`config.mk`:
```
export PLATFORM = sky130hd
export DESIGN_NAME = qos_scheduler
export DESIGN_NICKNAME = d
export VERILOG_FILES = /design/src/rtl/qos_scheduler.sv
export SDC_FILE = /design/constraint.sdc
export NUM_CORES = 1
export LEC_CHECK = 0
export ABC_AREA = 1
export BUFFER_PORTS_ARGS = -buffer_cell sky130_fd_sc_hd__clkbuf_2
export CAP_MARGIN = 5
export CORE_ASPECT_RATIO = 1.2
export CORE_MARGIN = 10
export CORE_UTILIZATION = 40
export CTS_CLUSTER_SIZE = 12
export DETAILED_ROUTE_END_ITERATION = 8
export GPL_TIMING_DRIVEN = 0
export PLACE_DENSITY_LB_ADDON = 0.05
export SKIP_CTS_REPAIR_TIMING = 1
export SLEW_MARGIN = 15
export SYNTH_ARGS = -nofsm -noshare
export SYNTH_HDL_FRONTEND = slang
export SYNTH_SLANG_ARGS = --single-unit
```
`constraint.sdc`:
```
create_clock -name clk -period 1.9 [get_ports clk]
set_input_delay 0.095 -clock clk [delete_from_list [all_inputs] [get_ports clk]]
set_output_delay 0.095 -clock clk [all_outputs]
set_load 0.01 [all_outputs]
```
`src/rtl/qos_scheduler.sv`:
```
// Weighted round-robin read scheduler: drains four VC FIFOs into the output FIFO,
// giving each VC up to its latched weight of consecutive grants per turn.
module qos_scheduler #(
  parameter int QUEUE_QUANTITY = 4,
  parameter int MAX_WEIGHT     = 64
) (
  input  logic                                        clk,
  input  logic                                        rst,
  input  logic                                        enb,
  input  logic                                        iniciar,
  input  logic [QUEUE_QUANTITY*$clog2(MAX_WEIGHT)-1:0] pesos,
  input  logic [QUEUE_QUANTITY-1:0]                   vc_empty,
  input  logic                                        out_almost_full,
  input  logic                                        out_full,
  output logic [QUEUE_QUANTITY-1:0]                   rd_en,
  output logic [$clog2(QUEUE_QUANTITY)-1:0]           selector,
  output logic                                        wr_en_out,
  output logic                                        idle
);

  localparam int WW = $clog2(MAX_WEIGHT);
  localparam int PW = $clog2(QUEUE_QUANTITY);

  typedef enum logic {INIT, ACTIVE} state_t;

  state_t                      state_q, state_d;
  logic [WW-1:0]               weight_q [QUEUE_QUANTITY];
  logic [PW-1:0]               ptr_q, ptr_d, ptr_inc;
  logic [WW-1:0]               credit_q, credit_d;
  logic                        load_w;
  logic                        active, back_pressure, grant, skip, others_pending;
  logic [QUEUE_QUANTITY-1:0]   ptr_mask;

  // A zero weight would starve its VC forever, so it is promoted to one.
  function automatic logic [WW-1:0] fix_weight(input logic [WW-1:0] w);
    return (w == '0) ? WW'(1) : w;
  endfunction

  assign active         = (state_q == ACTIVE);
  assign back_pressure  = out_almost_full | out_full;
  assign ptr_inc        = (ptr_q == PW'(QUEUE_QUANTITY - 1)) ? '0 : ptr_q + 1'b1;
  assign ptr_mask       = QUEUE_QUANTITY'(1) << ptr_q;
  assign others_pending = |(~vc_empty & ~ptr_mask);

  assign grant = active & enb & ~vc_empty[ptr_q] & (credit_q != '0) & ~back_pressure;
  assign skip  = active & enb & vc_empty[ptr_q] & others_pending & ~back_pressure;

  assign rd_en = grant ? ptr_mask : '0;
  assign idle  = ~active | (&vc_empty & ~wr_en_out);

  always_comb begin
    // NOTE: every output of this block gets a default first so no path infers a latch.
    state_d  = state_q;
    ptr_d    = ptr_q;
    credit_d = credit_q;
    load_w   = 1'b0;
    unique case (state_q)
      INIT: begin
        if (iniciar) begin
          state_d  = ACTIVE;
          load_w   = 1'b1;
          ptr_d    = '0;
          credit_d = fix_weight(pesos[WW-1:0]);
        end
      end
      ACTIVE: begin
        // A reload reads the weight registers before this edge's relatch lands.
        load_w = iniciar;
        if (grant) begin
          if (credit_q > WW'(1)) begin
            credit_d = credit_q - 1'b1;
          end else begin
            ptr_d    = ptr_inc;
            credit_d = weight_q[ptr_inc];
          end
        end else if (skip) begin
          ptr_d    = ptr_inc;
          credit_d = weight_q[ptr_inc];
        end
      end
      default: state_d = INIT;
    endcase
  end

  // NOTE: sequential state uses non-blocking assignments so all registers update together.
  always_ff @(posedge clk or negedge rst) begin
    if (!rst) begin
      state_q  <= INIT;
      ptr_q    <= '0;
      credit_q <= '0;
    end else begin
      state_q  <= state_d;
      ptr_q    <= ptr_d;
      credit_q <= credit_d;
    end
  end

  // NOTE: the weight array is small and must read as 0 after reset, so it is reset explicitly.
  always_ff @(posedge clk or negedge rst) begin
    if (!rst) begin
      for (int i = 0; i < QUEUE_QUANTITY; i++) weight_q[i] <= '0;
    end else if (load_w) begin
      for (int i = 0; i < QUEUE_QUANTITY; i++) weight_q[i] <= fix_weight(pesos[i*WW +: WW]);
    end
  end

  // The read issued at edge N delivers data during cycle N+1, written at edge N+1.
  always_ff @(posedge clk or negedge rst) begin
    if (!rst) begin
      wr_en_out <= 1'b0;
      selector  <= '0;
    end else begin
      wr_en_out <= grant;
      if (grant) selector <= ptr_q;
    end
  end

endmodule

```
; ---- Yosys cells after proc, flatten, opt, wreduce, memory -nomap -nowiden
; Cells that the tools add are included.
[totals]
elab_cells = 70
reg_bits = 36
[op_classes]
shifts = 1
bitwise_logic = 18
reduce_logical = 9
n_lt_le_gt_ge = 3
addsub = 2
n_mux = 24
eq_ne = 4
[op_table]
columns = cell, n
row1 = two-way mux 6 bit, 10
row2 = logical NOT 6 bit, 4
row3 = binary-select mux 6 bit (select 2 bit), 1
row4 = one-hot mux 6 bit (2 select lines), 1
row5 = two-way mux 2 bit, 5
row6 = AND 1 bit, 8
row7 = NOT 4 bit, 2
row8 = greater-than comparator 6 x 1 -> 1 bit (second input constant), 1
row9 = nonzero test 6 bit, 1
row10 = subtractor 6 x 1 -> 6 bit (second input constant), 1
row11 = AND 4 bit, 1
row12 = two-way mux 4 bit, 1
row13 = NOT 1 bit, 4
row14 = one-hot mux 2 bit (2 select lines), 1
row15 = AND reduction 4 bit, 1
row16 = OR reduction 4 bit, 1
row17 = << shifter 1 x 2 -> 4 bit (first input constant), 1
row18 = greater-or-equal comparator 3 bit (second input constant), 1
row19 = < comparator 2 x 3 -> 1 bit (second input constant), 1
row20 = two-way mux 1 bit, 3
row21 = != test 3 x 1 -> 1 bit (second input constant), 1
row22 = != test 3 bit (second input constant), 1
row23 = NOT 2 -> 3 bit, 1
row24 = AND reduction 3 bit, 1
row25 = other kinds (7), 8

; ---- Longest topological paths before layout
; Gate-level depths: netlist of run 1.
[depth]
depth_word = 9
depth_mapped = 13
mapped_depth_nobuf = 12

; ---- Least setup slack after synthesis of run 1
; Ideal clock, no wire load.
[synth_path]
path_kind = reg2reg
startpoint = register credit_q[0]
endpoint = register ptr_q[0]
setup_time_ns = 0.077
required_time_ns = 1.823
stages_incl_launch_ff = 8
t_arrival_ns = 1.545
path_slack_ns = 0.278
path_buffers = 0
period_less_slack_ns = 1.622
path_cell_list = dfrtp_1 -> inv_1 -> ha_1 -> o211ai_1 -> nand3_1 -> nand3_1 -> nand2_1 -> o21ai_1
[synth_via]
elab_chain_len = 5
elab_cells_between_ends = 9
cone_classes = 1 x order compare / 2 x eq/ne / 2 x mux / 2 x bitwise / 2 x reduce/logical
[synth_rtl]
columns = element, line
row1 = from (decl), 29  ; logic [WW-1:0] credit_q, credit_d;
row2 = from (signal assigned), 94  ; credit_q <= credit_d;
row3 = "parallel branches: the longest is 5 deep, another holds greater-than comparator 6 x 1 -> 1 bit", --
row4 = to (signal assigned), 93  ; ptr_q <= ptr_d;
row5 = to (decl), 28  ; logic [PW-1:0] ptr_q, ptr_d, ptr_inc;
; Parallel ways; which one is timed is not known.
; A chain may end at the register's enable or synchronous reset.

; ---- Worst setup path in the final report of run 1
[layout_path]
startpoint = register credit_q[0]
endpoint = output rd_en[3]
[layout_via]
elab_chain_len = 4
[layout_rtl]
columns = element, line
row1 = nonzero test 6 bit, 45  ; assign grant = active & enb & ~vc_empty[ptr_q] & (credit_q != '0) & ~back_pressure;
row2 = AND 1 bit (2 in a row), 45
row3 = two-way mux 4 bit, 48  ; assign rd_en = grant ? ptr_mask : '0;
row4 = to (decl), 15  ; output logic [QUEUE_QUANTITY-1:0] rd_en,
; No other way between the ends.

==> flow_summary.toml, run 1 <==
[setup_path]
reg2reg_slack_ns = 0.16
end_kind = "output port"
rr_worst_depth = 11
critPathLaunch = "credit_q[0]"
cpLargestDelayFamily = "buffers and inverters"
reg2reg_from = "ptr_q[1]"
crit_cells = 9
worstReg2RegEnd = "credit_q[2]"
path_cells = "inv_2 > ha_4 > nand3_1 > nand2_1 > inv_2 > nand2_2 > buf_6 > nor2_1 > clkbuf_2"
endpoint = "rd_en[3]"
slowest_delay_ns = 0.39
critPathKind = "reg2out"
required_ns = 1.80
worst_path_max_delay_cell = "dfrtp_1"
critPathLaunchType = "register"
cp_common_cell = "inv_2"
crit_arrival_ns = 1.65
worst-path-max-fanout = 10
crit_buf_inv = 4

[clocking]
cts_buffer_depth = 2
cts_tree = "yes"
numCtsBuffers = 5
cts-root-buf = "clkbuf_8"
clk_pin_slew_ns = 0.07
numClockSinks = 36
clock_latency_ns = 0.28
cts_max_level = 2

[route]
drt-wirelength-per-cell_um = 13.3
vias_per_cell = 4.84
wl_um = 5750
final_antenna_net_count = 0
firstDrtPassIters = 4
drc = 0
drtIter0Drc = 89
via_count = 2100

[timing]
rsz0062_at_grt = "false"
setup_violations = 0
relSlewSlack_pct = 37.5
period_needed_ns = 1.75
hold_violations = 36
finalMaxSlewViolations = 0
holdWs_ns = -0.0538
worst_pin_slew_ns = 0.938
finalCritPeriodShare_pct = 92.0
skew_ns = 0.00425
fmaxAchievable_ghz = 0.572

[power_and_ir_drop]
powerDensity_nw_per_um2 = 1270
power_w = 0.00330
ir_drop_uv = 491
p_leak_nw = 1.44

[finish]
n_fill_cell = 558
nets = 411
num_antenna_cells = 0
ff_latch_area_um2 = 903
area_growth_pct = 20.4
drive_above_1_share_pct = 19.1
multi_input_area_um2 = 1110
design_area_um2 = 2590

[synthesis]
synthesis.nets = 359
synth_area_leaders = "dfrtp_1 (42%), nand2_1 (23%), nand3_1 (7.0%)"
synth_cell_type_count = 25
synth_top_cell_area_share_pct = 41.8
ys_ff_latch = 36
synth.avg_cell_area_um2 = 6.76
netlist_instances = 319
netlist_area_um2 = 2160
ys_warn_count = 0
ys_seq_area_share_pct = 41.8
yosys.area.top_type = "dfrtp_1"

[global_route]
grt_overflow_total = 0
antenna_found_initial = 0
grt_pass1_wl_um = 9720
grt_max_degree = 37
grtUsageTotal_pct = 13.6
grt_pass1_vias = 2064

[floorplanning]
start_util_pct = 41.0
die_x_um = 87.0
die_y_um = 100
coreArea_um2 = 5260
io_pins = 42
dieArea_um2 = 8740
rows = 29

[place]
place_hpwl_um = 4460
postPlaceCellArea_um2 = 2440
gp_congestion = 0.831
io_buffer_count = 41

[min_path]
hold_path_class = "in2async"

[outcome]
status = "finished with violations"
violations = "negative hold slack"

[job]
drv_cap = 0
-- cells by family after synthesis --
family / count (synthesis) / synth area share (%)
and+or+nand+nor: 210 / 40.4
buffers and inverters: 44 / 7.89
DFF: 36 / 41.8
AOI/OAI and AO/OA: 21 / 5.63
adders and majority gates: 6 / 3.48
xor gates and xnor gates: 2 / 0.813
-- cell usage in the layout (no fill, tap or decap), types with 5 or more instances in the layout --
master,count
buf_4,5
clkbuf_1,7
clkbuf_2,41
clkbuf_8,6
dfrtp_1,34
inv_1,30
nand2_1,133
nand3_1,30
nand4_1,6
nor2_1,30
o21ai_0,11
-- flip-flops by register name (all words and copies together), names as in the netlist --
signal     flops
active         1
weight_q      24
wr_en_out      1
selector       2
credit_q       6
ptr_q          2
-- where the power goes --
part	switching (W)	total [W]	leakage, nW	internal (W)
clock network	0.000264	0.000560	0.0455	0.000296
logic	0.00104	0.00169	0.965	0.000649
registers	0.000131	0.00105	0.430	0.000919
-- layer usage --
layer  GRT usage, %  vias to the layer above  share of wire, %
li1               -                     1109                 -
met4           4.00                        0               1.2
met2           22.8                       39                50
met1           16.6                      946                45
met3           3.73                        6               4.4
met5              0                        -                 0
-- final cells by class --
type	count	share of cell area [%]
well taps	62	2.99
plain buffers	9	1.93
inverters	35	5.06
clock buffers	8	3.47
multi-input cells	239	42.7
flip-flops and latches	36	34.8
repair buffers	45	9.06
-- metrics by stage --
| stage | hold slack, ns | TNS, ns | std cells | util, % | setup slack [ns] |
|---|---|---|---|---|---|
| floorplan | -0.201 | 0 | 319 | - | 0.278 |
| global placement | 0.277 | -0.359 | 422 | 46.3 | -0.0805 |
| detailed placement | 0.280 | -0.408 | 422 | 46.3 | -0.0869 |
| CTS | -0.0255 | -0.953 | 430 | 48.1 | -0.117 |
| global route | 0.00546 | 0 | 434 | 49.3 | 0.000924 |
| finish | -0.0538 | 0 | 434 | 49.3 | 0.151 |
-- synth_stat cells (all sizes together) --
master and n:
inv 34, o211ai 4, nand3b 1, xnor2 1, ha 6, nor2 36
nand3 30, dfrtp 36, a21oi 2, clkbuf 5, nand4 6, xor2 1
a31o 1, nor4 2, a22oi 1, nor3 1, clkinv 1, nand2 134
o21ai 13, buf 4
-- how the worst min path moves through the flow --
stage / startpoint / end / slack (ns)
after floorplan: rst / active / -0.20
after global placement: rst / weight_q[6] / 0.28
after detailed placement: rst / weight_q[0] / 0.28
after CTS: rst / credit_q[4] / -0.03
after global routing: rst / weight_q[22] / 0.005
final: rst / weight_q[6] / -0.05
Note: power is estimated with default switching activity, not from simulation.
==> run 2: changes to the inputs <==
==> constraint.sdc (replaced) <==
create_clock -name clk -period 1.5 [get_ports clk]
set_input_delay 0.075 -clock clk [delete_from_list [all_inputs] [get_ports clk]]
set_output_delay 0.075 -clock clk [all_outputs]
set_load 0.01 [all_outputs]
==> run 2 against run 1 <==
The run ends with negative hold slack, negative setup slack left. Global-route usage increased by 0.22 points. Clock skew up 0.0063 ns. Sequential share of layout area decreased by 2.6 points. Setup slack got worse by 0.35 ns. Via count increased by 1.5%. Critical path type unchanged. Largest power group unchanged.
==> flow_summary.toml, run 2 (synthesis gave the netlist of run 1 again) <==
[outcome]
status = "finished with violations"
violations = "negative hold slack, negative setup slack"

[finish]
nets = 419
n_fill_cell = 553
final_common_cell = "nand2_1"
largest_reg_flops = 24
final_cell_mix = "nand2_1 (127), clkbuf_2 (38), dfrtp_1 (32)"
largestRegisters = "weight_q: 24 flops, credit_q: 6 flops"
drive_above_1_share_pct = 27.1
area_growth_pct = 30.5
num_antenna_cells = 0
fin_util_pct = 53.5
top_register = "weight_q"

[route]
drtIter0Drc = 70
wl_um = 6070
vias_per_cell = 4.82
via_count = 2131
firstDrtPassIters = 4
final_antenna_net_count = 0
drt-wirelength-per-cell_um = 13.7
drc = 0

[clocking]
numClockSinks = 36
numCtsBuffers = 5
cts_tree = "yes"
clock_latency_ns = 0.30
cts_buffer_depth = 2
cts-root-buf = "clkbuf_8"
cts_max_level = 2
clk_pin_slew_ns = 0.08

[setup_path]
reg2reg_slack_ns = -0.17
worst-path-max-fanout = 8
critPathLaunch = "ptr_q[0]"
critPathKind = "reg2out"
critPathLaunchType = "register"
rr_worst_depth = 11
worstReg2RegEnd = "credit_q[4]"
required_ns = 1.42
crit_arrival_ns = 1.62
reg2reg_from = "ptr_q[0]"
end_kind = "output port"

[floorplanning]
io_pins = 42
dieArea_um2 = 8740
start_util_pct = 41.0
coreArea_um2 = 5260
die_x_um = 87.0
rows = 29
die_y_um = 100

[power_and_ir_drop]
power_w = 0.00475
p_leak_nw = 1.52
powerDensity_nw_per_um2 = 1690
ir_drop_uv = 794

[timing]
rsz0062_at_grt = "true"
hold_violations = 2
fmaxAchievable_ghz = 0.590
period_needed_ns = 1.70
skew_ns = 0.0105
finalCritPeriodShare_pct = 113
finalSetupTns_ns = -1.77
setup_violations = 12
fin_ws_ns = -0.195
worst_pin_slew_ns = 0.925
finalMaxSlewViolations = 0
relSlewSlack_pct = 38.3
holdWs_ns = -0.00179

[global_route]
grt_overflow_total = 0
grt_pass1_vias = 2073
grt_max_degree = 37
grt_pass1_wl_um = 9870
antenna_found_initial = 0
grtUsageTotal_pct = 13.9

[place]
gp_congestion = 0.868
io_buffer_count = 41
place_hpwl_um = 4410

[min_path]
min_path_cells = 3
min_to = "weight_q[17]"
hold_path_class = "in2reg"
hp-start = "pesos[11]"

[job]
drv_cap = 0
## run 2: cell count changes in the layout (fill, tap and decap cells not counted), moves of 3 or more
cell	change
nand2_1	-6
nand3_1	-11
buf_6	+3
buf_4	+4
nand3_2	+11
clkbuf_2	-3
nand2_2	+4
buf_2	+3
## run 2: through the flow
stage	cells	worst slack, ns	instance area [um^2]
finish	442	-0.195	2810
global route	442	-0.328	2810
CTS	430	-0.468	2570
detailed placement	422	-0.439	2470
global placement	422	-0.439	2470
floorplan	319	-0.0939	2180
## run 2: layout make-up
class	count	area (um^2)	share of cell area [%]
sequential	36	906	32.2
tap	62	77.6	2.76
inverter	35	141	5.03
multi-input combinational	239	1210	43.2
buffer	9	68.8	2.45
clock buffer	8	100	3.56
timing repair buffer	53	304	10.8
## run 2: worst max path at each step
stage / end / slack (ns) / cells past startpoint
5_1_grt: rd_en[3] / -0.33 / 8
6_report: rd_en[1] / -0.20 / 8
3_3_place_gp: credit_q[0] / -0.44 / 9
3_5_place_dp: credit_q[0] / -0.44 / 9
2_1_floorplan: credit_q[1] / -0.09 / 9
4_1_cts: credit_q[0] / -0.47 / 9
## run 2: per-layer routing
metal | global-route usage [%] | vias to the layer above | wire length, um | share of wire, %
met5 | 0 | - | 0 | 0
met4 | 4.37 | 0 | 62 | 1.0
met3 | 3.57 | 6 | 249 | 4.1
met2 | 22.6 | 39 | 2980 | 49
met1 | 17.3 | 967 | 2780 | 46
li1 | - | 1119 | - | -
## run 2: critical path, stage by stage, from the launching register on
cell and delay (ns):
dfrtp_2 0.49, inv_4 0.09, nand2_1 0.09, nand3_1 0.09, nand2_2 0.13, nand2_4 0.08
buf_6 0.14, nor2_1 0.08, buf_2 0.13
## run 2: where the power goes
group,switching [W],internal (W),total (W)
Clock,0.000362,0.000420,0.000782
Combinational,0.00150,0.00109,0.00259
Sequential,0.000209,0.00117,0.00138
